<file path="src/rtl/booth_product_accumulator.sv">
// Sums a programmed number of signed 8-bit Booth products into an ACC_W accumulator.
// Optional build macro BOOTH_ACC_SAT_EN: saturate instead of wrap on signed overflow.
module booth_product_accumulator #(
  parameter int ACC_W = 16,
  parameter int CNT_W = 4
) (
  input  logic                    clk,
  input  logic                    rst_n,
  input  logic                    start,
  input  logic [CNT_W-1:0]        len,
  input  logic                    prod_valid,
  output logic                    prod_ready,
  input  logic signed [7:0]       prod_data,
  output logic                    res_valid,
  input  logic                    res_ready,
  output logic signed [ACC_W-1:0] res_data,
  output logic                    ovf,
  output logic                    busy
);

  typedef enum logic [1:0] {IDLE, ACC, DONE} state_t;

  localparam logic signed [ACC_W-1:0] ACC_MAX = {1'b0, {(ACC_W-1){1'b1}}};
  localparam logic signed [ACC_W-1:0] ACC_MIN = {1'b1, {(ACC_W-1){1'b0}}};

  state_t                  state;
  logic [CNT_W-1:0]        len_q;
  logic [CNT_W-1:0]        cnt;
  logic [CNT_W-1:0]        cnt_inc;
  logic signed [ACC_W-1:0] acc;
  logic signed [ACC_W-1:0] prod_ext;
  logic signed [ACC_W-1:0] sum_raw;
  logic signed [ACC_W-1:0] acc_next;
  logic                    add_ovf;

  function automatic logic signed [ACC_W-1:0] sign_extend(input logic signed [7:0] p);
    return ACC_W'(p);
  endfunction

  // Same-sign addends whose sum flips sign.
  function automatic logic signed_overflow(input logic signed [ACC_W-1:0] a,
                                           input logic signed [ACC_W-1:0] b,
                                           input logic signed [ACC_W-1:0] s);
    return (a[ACC_W-1] == b[ACC_W-1]) && (s[ACC_W-1] != a[ACC_W-1]);
  endfunction

  function automatic logic signed [ACC_W-1:0] saturate(input logic signed [ACC_W-1:0] a,
                                                       input logic signed [ACC_W-1:0] s,
                                                       input logic                    o);
`ifdef BOOTH_ACC_SAT_EN
    if (o) return a[ACC_W-1] ? ACC_MIN : ACC_MAX;
    return s;
`else
    // The wrap build discards the clamp; the wrapped sum is the result.
    logic unused;
    unused = ^{a, o};
    return s;
`endif
  endfunction

  always_comb begin
    prod_ext = sign_extend(prod_data);
    sum_raw  = acc + prod_ext;
    add_ovf  = signed_overflow(acc, prod_ext, sum_raw);
    acc_next = saturate(acc, sum_raw, add_ovf);
    cnt_inc  = cnt + CNT_W'(1);
  end

  assign res_data = acc;

  always_ff @(posedge clk or negedge rst_n) begin
    if (!rst_n) begin
      state      <= IDLE;
      len_q      <= '0;
      cnt        <= '0;
      acc        <= '0;
      ovf        <= 1'b0;
      prod_ready <= 1'b0;
      res_valid  <= 1'b0;
      busy       <= 1'b0;
    end else begin
      case (state)
        IDLE: begin
          if (start) begin
            len_q <= len;
            cnt   <= '0;
            acc   <= '0;
            ovf   <= 1'b0;
            busy  <= 1'b1;
            if (len == '0) begin
              state     <= DONE;
              res_valid <= 1'b1;
            end else begin
              state      <= ACC;
              prod_ready <= 1'b1;
            end
          end
        end
        ACC: begin
          if (prod_valid) begin
            acc <= acc_next;
            ovf <= ovf | add_ovf;
            cnt <= cnt_inc;
            if (cnt_inc == len_q) begin
              state      <= DONE;
              prod_ready <= 1'b0;
              res_valid  <= 1'b1;
            end
          end
        end
        DONE: begin
          // acc and ovf stay put so the result survives the transfer.
          if (res_ready) begin
            state     <= IDLE;
            res_valid <= 1'b0;
            busy      <= 1'b0;
          end
        end
        default: begin
          state      <= IDLE;
          prod_ready <= 1'b0;
          res_valid  <= 1'b0;
          busy       <= 1'b0;
        end
      endcase
    end
  end

endmodule

</file>
<file path="config.mk">
export PLATFORM = sky130hd
export DESIGN_NAME = booth_product_accumulator
export DESIGN_NICKNAME = d
export VERILOG_FILES = /design/src/rtl/booth_product_accumulator.sv
export SDC_FILE = /design/constraint.sdc
export NUM_CORES = 1
export LEC_CHECK = 0
export CAP_MARGIN = 0
export CORE_MARGIN = 2
export CORE_UTILIZATION = 34
export CTS_CLUSTER_SIZE = 8
export DETAILED_ROUTE_END_ITERATION = 16
export GPL_TIMING_DRIVEN = 0
export PLACE_DENSITY_LB_ADDON = 0.2
export SYNTH_ARGS = -nofsm -noshare
export SYNTH_HDL_FRONTEND = slang
export SYNTH_SLANG_ARGS = --single-unit
</file>
<file path="constraint.sdc">
create_clock -name clk -period 3.9 [get_ports clk]
set_clock_uncertainty 0.2 [all_clocks]
set_input_delay 0.39 -clock clk [delete_from_list [all_inputs] [get_ports clk]]
set_output_delay 0.39 -clock clk [all_outputs]
set_load 0.005 [all_outputs]
</file>
# Yosys cells after proc, flatten, opt, wreduce, memory -nomap -nowiden
# Cells that the tools add are included.
# word_totals
out_inout_bits	20
input_bits	17
word_cells	62
ram_bits	0
mem_count	0
register_bits	30
latch_bits	0
romBits	0
# classes
div	0
order_cmp	0
shifts	0
bitwise_logic	3
multipliers	0
n_mux	28
eq_ne	11
addsub	2
reduce_logical	10
# ops
cell	n
$mux 16	2
$pmux 16 s2	1
$add 16x8->16	1
$mux 1	12
$ne 2x2->1 const B	6
$mux 2	5
$reduce_and 5->1	2
$pmux 1 s3	3
$mux 4	2
$pmux 4 s2	1
$pmux 2 s3	1
$reduce_and 3->1	2
$add 4x1->4 const B	1
$eq 4x4->1	1
$logic_not 4->1	1
$reduce_and 4->1	1
$eq 2x1->1 const B	1
$eq 2x2->1 const B	1
$logic_not 2->1	1
$not 1->1	2
$pmux 1 s2	1
$reduce_and 2->1	1
$reduce_bool 2->1	1
$eq 1x1->1	1
other kinds (3)	3

# Logic depth before layout (Yosys ltp)
# logic_depth
word_depth	6
depth_mapped	8
depth_no_buf	8

# Worst setup path before layout
# Ideal clock, no wire load.
# synth_timing
path_type	input port to flip-flop
start	in prod_data[0]
end	reg acc[14] (netlist: res_data[14])
path_buffers	0
t_arrival_ps	2020
setup_ps	129
required_ps	3571
setup_slack_ps	1551
path_stages	8
cell_sequence	ha_1 fa_1 a211oi_1 o21ai_1 a41o_1 a31oi_2 xor2_1 o21ai_1
# synth_between
elab_chain_cells	3
# synth_rtl
item	line	text
start, declared	13	input logic signed [7:0] prod_data,
$add 16x8->16	63	sum_raw = acc + prod_ext;
$mux 16	100	if (prod_valid) begin
$pmux 16 s2	82	case (state)
end signal, assigned	101	acc <= acc_next;
end, declared	30	logic signed [ACC_W-1:0] acc;
# Every way passes these cells. The select of a mux whose other input is x is not followed.
# A chain may end at the register's enable or synchronous reset.

# Final worst setup path
# layout_timing
start	in prod_data[7]
end	reg acc[12] (netlist: res_data[12])
# The elaborated chain is that of the path after synthesis.

==> impl_summary.md <==
Routing
The remaining number of nets flagged by the antenna check after routing is 0. After detailed routing, the number of vias per cell comes to 5.110. Wires add up to 4.444 mm.

In the final routed layout, each cell accounts on average for 13.55 um. The first TritonRoute pass finished after 4 iterations. The starting DRC count in detailed routing is 53.

The vias after detailed routing is 1,676. The DRC violation count after routing is 0.

Setup path
The type of element capturing the critical path is a flop. For this design, the slowest cell found on the critical path is clkdlybuf4s50_1. The longest individual stage delay on the worst path is 780 ps.

STA classifies the critical path startpoint as an input pin. Along the worst path, the maximum fanout reaches 13. The cell that appears most often on the critical path is o21ai_0.

Together, buffers and inverters on the worst path number 1. The kind of cell with the highest combined delay along the critical path is compound AO/OA/AOI/OAI gates. The worst register-to-register path begins at res_data[0]. The depth of the worst register-to-register path is 8. The category of the most critical setup path is in2reg. For the worst setup path, the data arrival time is 2850 ps. The terminus of the critical flop-to-flop path is res_data[12].

Across all register-to-register paths, the minimum setup slack is 1260 ps. Traced cell by cell, the critical path runs through clkdlybuf4s50_1, ha_1, a2111oi_2, o21ai_1, a41oi_1, o21ai_0, xnor2_1, o21ai_0. The required arrival time at the worst endpoint is 3860 ps.

Worst hold path
The worst min-delay path class is reg2reg. For hold timing, the worst endpoint is res_valid. The start point of the worst hold path is res_valid. The worst hold path was traced through 2 stages.

Power and ir drop
For this design the static power due to leakage is 1.083 nW. The largest voltage drop on the vdd net is 0.2339 mV. Power spread over the standard cell area amounts to 704.2 nW/um^2.

Global route
The combined global-route utilization of all metal layers is 15.19%. The via count of the first global-routing pass is 1,681. The global-route congestion overflow total is 0. The initial antenna violation count is 0.

The first-pass GRT wire length is 7.610 mm. The maximum number of pins on one net before global-route repair is 31.

STA
The final count of hold timing violations came to 0. The final-report max-slew violation count is 0. Counting I/O delays and the setup requirement, the final critical path takes 2897 ps. Summed over all failing endpoints, the final setup total negative slack is 0 ps.

The highest attainable clock frequency is 345.2 MHz. The relative slew slack is 52.55%. The setup violation total in the final timing report is 0. The transition time of the tightest slew-check pin is 711.8 ps. Setup repair after global routing left no endpoint under its margin. The period utilization is 74.28%.

Clock network
TritonCTS created 5 clock buffers. The library cell used as clock root buffer is clkbuf_8. The total number of clock tree sinks is 30. The clock-pin slew of the registers on the worst-case setup and hold paths is 70 ps. The clock passes through at most 2 buffers. TritonCTS built the clock tree. The buffer count from post-CTS setup fixing is 0.

For the worst-skew pair, the clock arrives at the later sink with an insertion delay of 290 ps. The number of levels in the clock H-tree is 2.

Floorplanning
The core region is 5574 um^2. Once the floorplan was initialized, standard cells occupied 35.71% of the core. The floorplan has 27 rows.

The I/O pin count is 37. The floorplan step defined a die boundary enclosing 6483 um^2. The horizontal extent of the die is 80.52 um.

The die height is 80.52 um.

Yosys
The synthesized design contains 0 enable-type register cells. Synthesis inferred 30 register bits. After synthesis, the mean cell area works out to 9.434 um^2. The top flip-flop cell by instance count after synthesis is dfrtp_1. Synthesis handed over a netlist of 211 instances. The sequential share of the synthesized area is 37.71%. For this run, asynchronously set or reset flops after synthesis account for 100.0%.

The Yosys step of the flow raised 0 warnings. The synthesized netlist occupies a cell area of 1991 um^2. The distinct cell type count after synthesis is 46. Synthesis produced a netlist with a net count of 245.

Placed design
The congestion estimate from routability-driven global placement came to 0.8010. The placed cell area is 2436 um^2. The number of buffers inserted by port buffering is 36. The HPWL after detailed placement is 3.251 mm.

Run status
The flow ran to the end, and the final reports show no timing, DRC or antenna violations.

Job
The tool flagged a number of max-cap violations equal to 0.

Finish
The number of nets in the final layout is 289. Of the cells placed in the final design, the portion with a size suffix greater than 1 is 9.375%. The number of antenna diodes in the final layout is 0. In the layout the commonest cells are 35 x clkdlybuf4s50_1, 31 x nand2_1, 30 x dfrtp_1. The area of all placed cells without fillers is 2537 um^2. The layout-stage area growth over the synthesis result is 27.47%.

The most common cell after layout, fill and taps aside is clkdlybuf4s50_1.
[what timing repair did]
action,4_1_cts,5_1_grt
gates resized for setup,0,0
endpoints found under the setup margin,0,0
hold endpoints to repair,30,0
hold buffers,1,0
[tightest hold or removal path, stage by stage, from the launching register on]
cell and delay, ps:
dfrtp_1 340, nand2_1 60, o31ai_2 50
[through the flow]
stage               utilization, %  hold slack (ps)  std cells  setup slack, ps  total power [mW]
floorplan                        -           -105.6        211             1551             1.199
global placement             43.79            273.6        319            672.9             1.523
detailed placement           43.70            279.3        319            683.3             1.532
CTS                          45.52            296.1        328            983.4             1.812
global route                 45.52            321.1        328            813.1             1.967
finish                       45.52            288.3        328             1003             1.787
[routing by layer]
metal / vias up / track usage [%] / share of wire, %
li1: 854 / - / -
met1: 790 / 20.04 / 50
met2: 27 / 24.33 / 45
met3: 5 / 3.933 / 3.8
met4: 0 / 4.576 / 1.3
met5: - / 0 / 0
[power breakdown]
group          internal (mW)  switching [mW]
Combinational          0.491           0.478
Clock                  0.142           0.127
Sequential             0.438           0.111
Total                   1.07           0.715
[cell usage after synthesis (2+ instances only)]
| master | number | area (um^2) |
|---|---|---|
| xor2_1 | 5 | 43.79 |
| mux2i_1 | 3 | 30.03 |
| dfrtp_1 | 30 | 750.7 |
| mux2_2 | 4 | 45.04 |
| nor3b_1 | 2 | 15.01 |
| o211ai_1 | 3 | 22.52 |
| nor3_1 | 3 | 15.01 |
| buf_2 | 2 | 10.01 |
| a2111oi_2 | 2 | 30.03 |
| nand2_1 | 31 | 116.4 |
| nor2_1 | 15 | 56.30 |
| clkbuf_1 | 3 | 11.26 |
| and2_1 | 2 | 12.51 |
| a211oi_1 | 3 | 22.52 |
| nand3_1 | 4 | 20.02 |
| o21ai_0 | 20 | 100.1 |
| o21ai_1 | 2 | 10.01 |
| inv_1 | 5 | 18.77 |
| a21oi_1 | 13 | 65.06 |
| o21bai_1 | 3 | 22.52 |
| a22o_1 | 4 | 35.03 |
| ha_1 | 16 | 200.2 |
| xnor2_1 | 11 | 96.34 |
| a21o_1 | 3 | 22.52 |
[registers in the layout, summed over array words and instances (netlist names)]
register and count:
res_data 16, len_q 4, ovf 1, prod_ready 1, busy 1, res_valid 1, state 2, cnt 4
[cell type report]
class                   instances  area [um^2]
clock buffers                   7        86.33
plain buffers                   6        32.53
repair buffers                 37        365.4
inverters                       5        18.77
multi-input cells             170         1189
clock inverters                 1        5.005
flip-flops and latches         30        750.7
well taps                      72        90.09
fillers                       559         3037
[worst max-delay path by stage]
stage | cells past startpoint | to | from | slack (ps)
after global routing | 8 | res_data[12] | prod_data[7] | 810
final | 8 | res_data[12] | prod_data[7] | 1000
after global placement | 8 | res_data[12] | prod_data[7] | 670
after detailed placement | 8 | res_data[12] | prod_data[7] | 680
after floorplan | 8 | res_data[14] | prod_data[0] | 1550
after CTS | 8 | res_data[12] | prod_data[7] | 980
[kinds of logic (layout without fill, tap and decap cells)]
family          count (synthesis)  in the layout  share of synthesized area (%)
buf+inv                        11             56                          2.577
compound gates                 67             67                          23.26
mux                             7              7                          3.771
xor+xnor                       17             17                          7.857
simple gates                   62             62                          13.76
fa+ha+maj                      17             17                          11.06
flops                          30             30                          37.71
No activity file was read; power rests on OpenSTA's default activity.
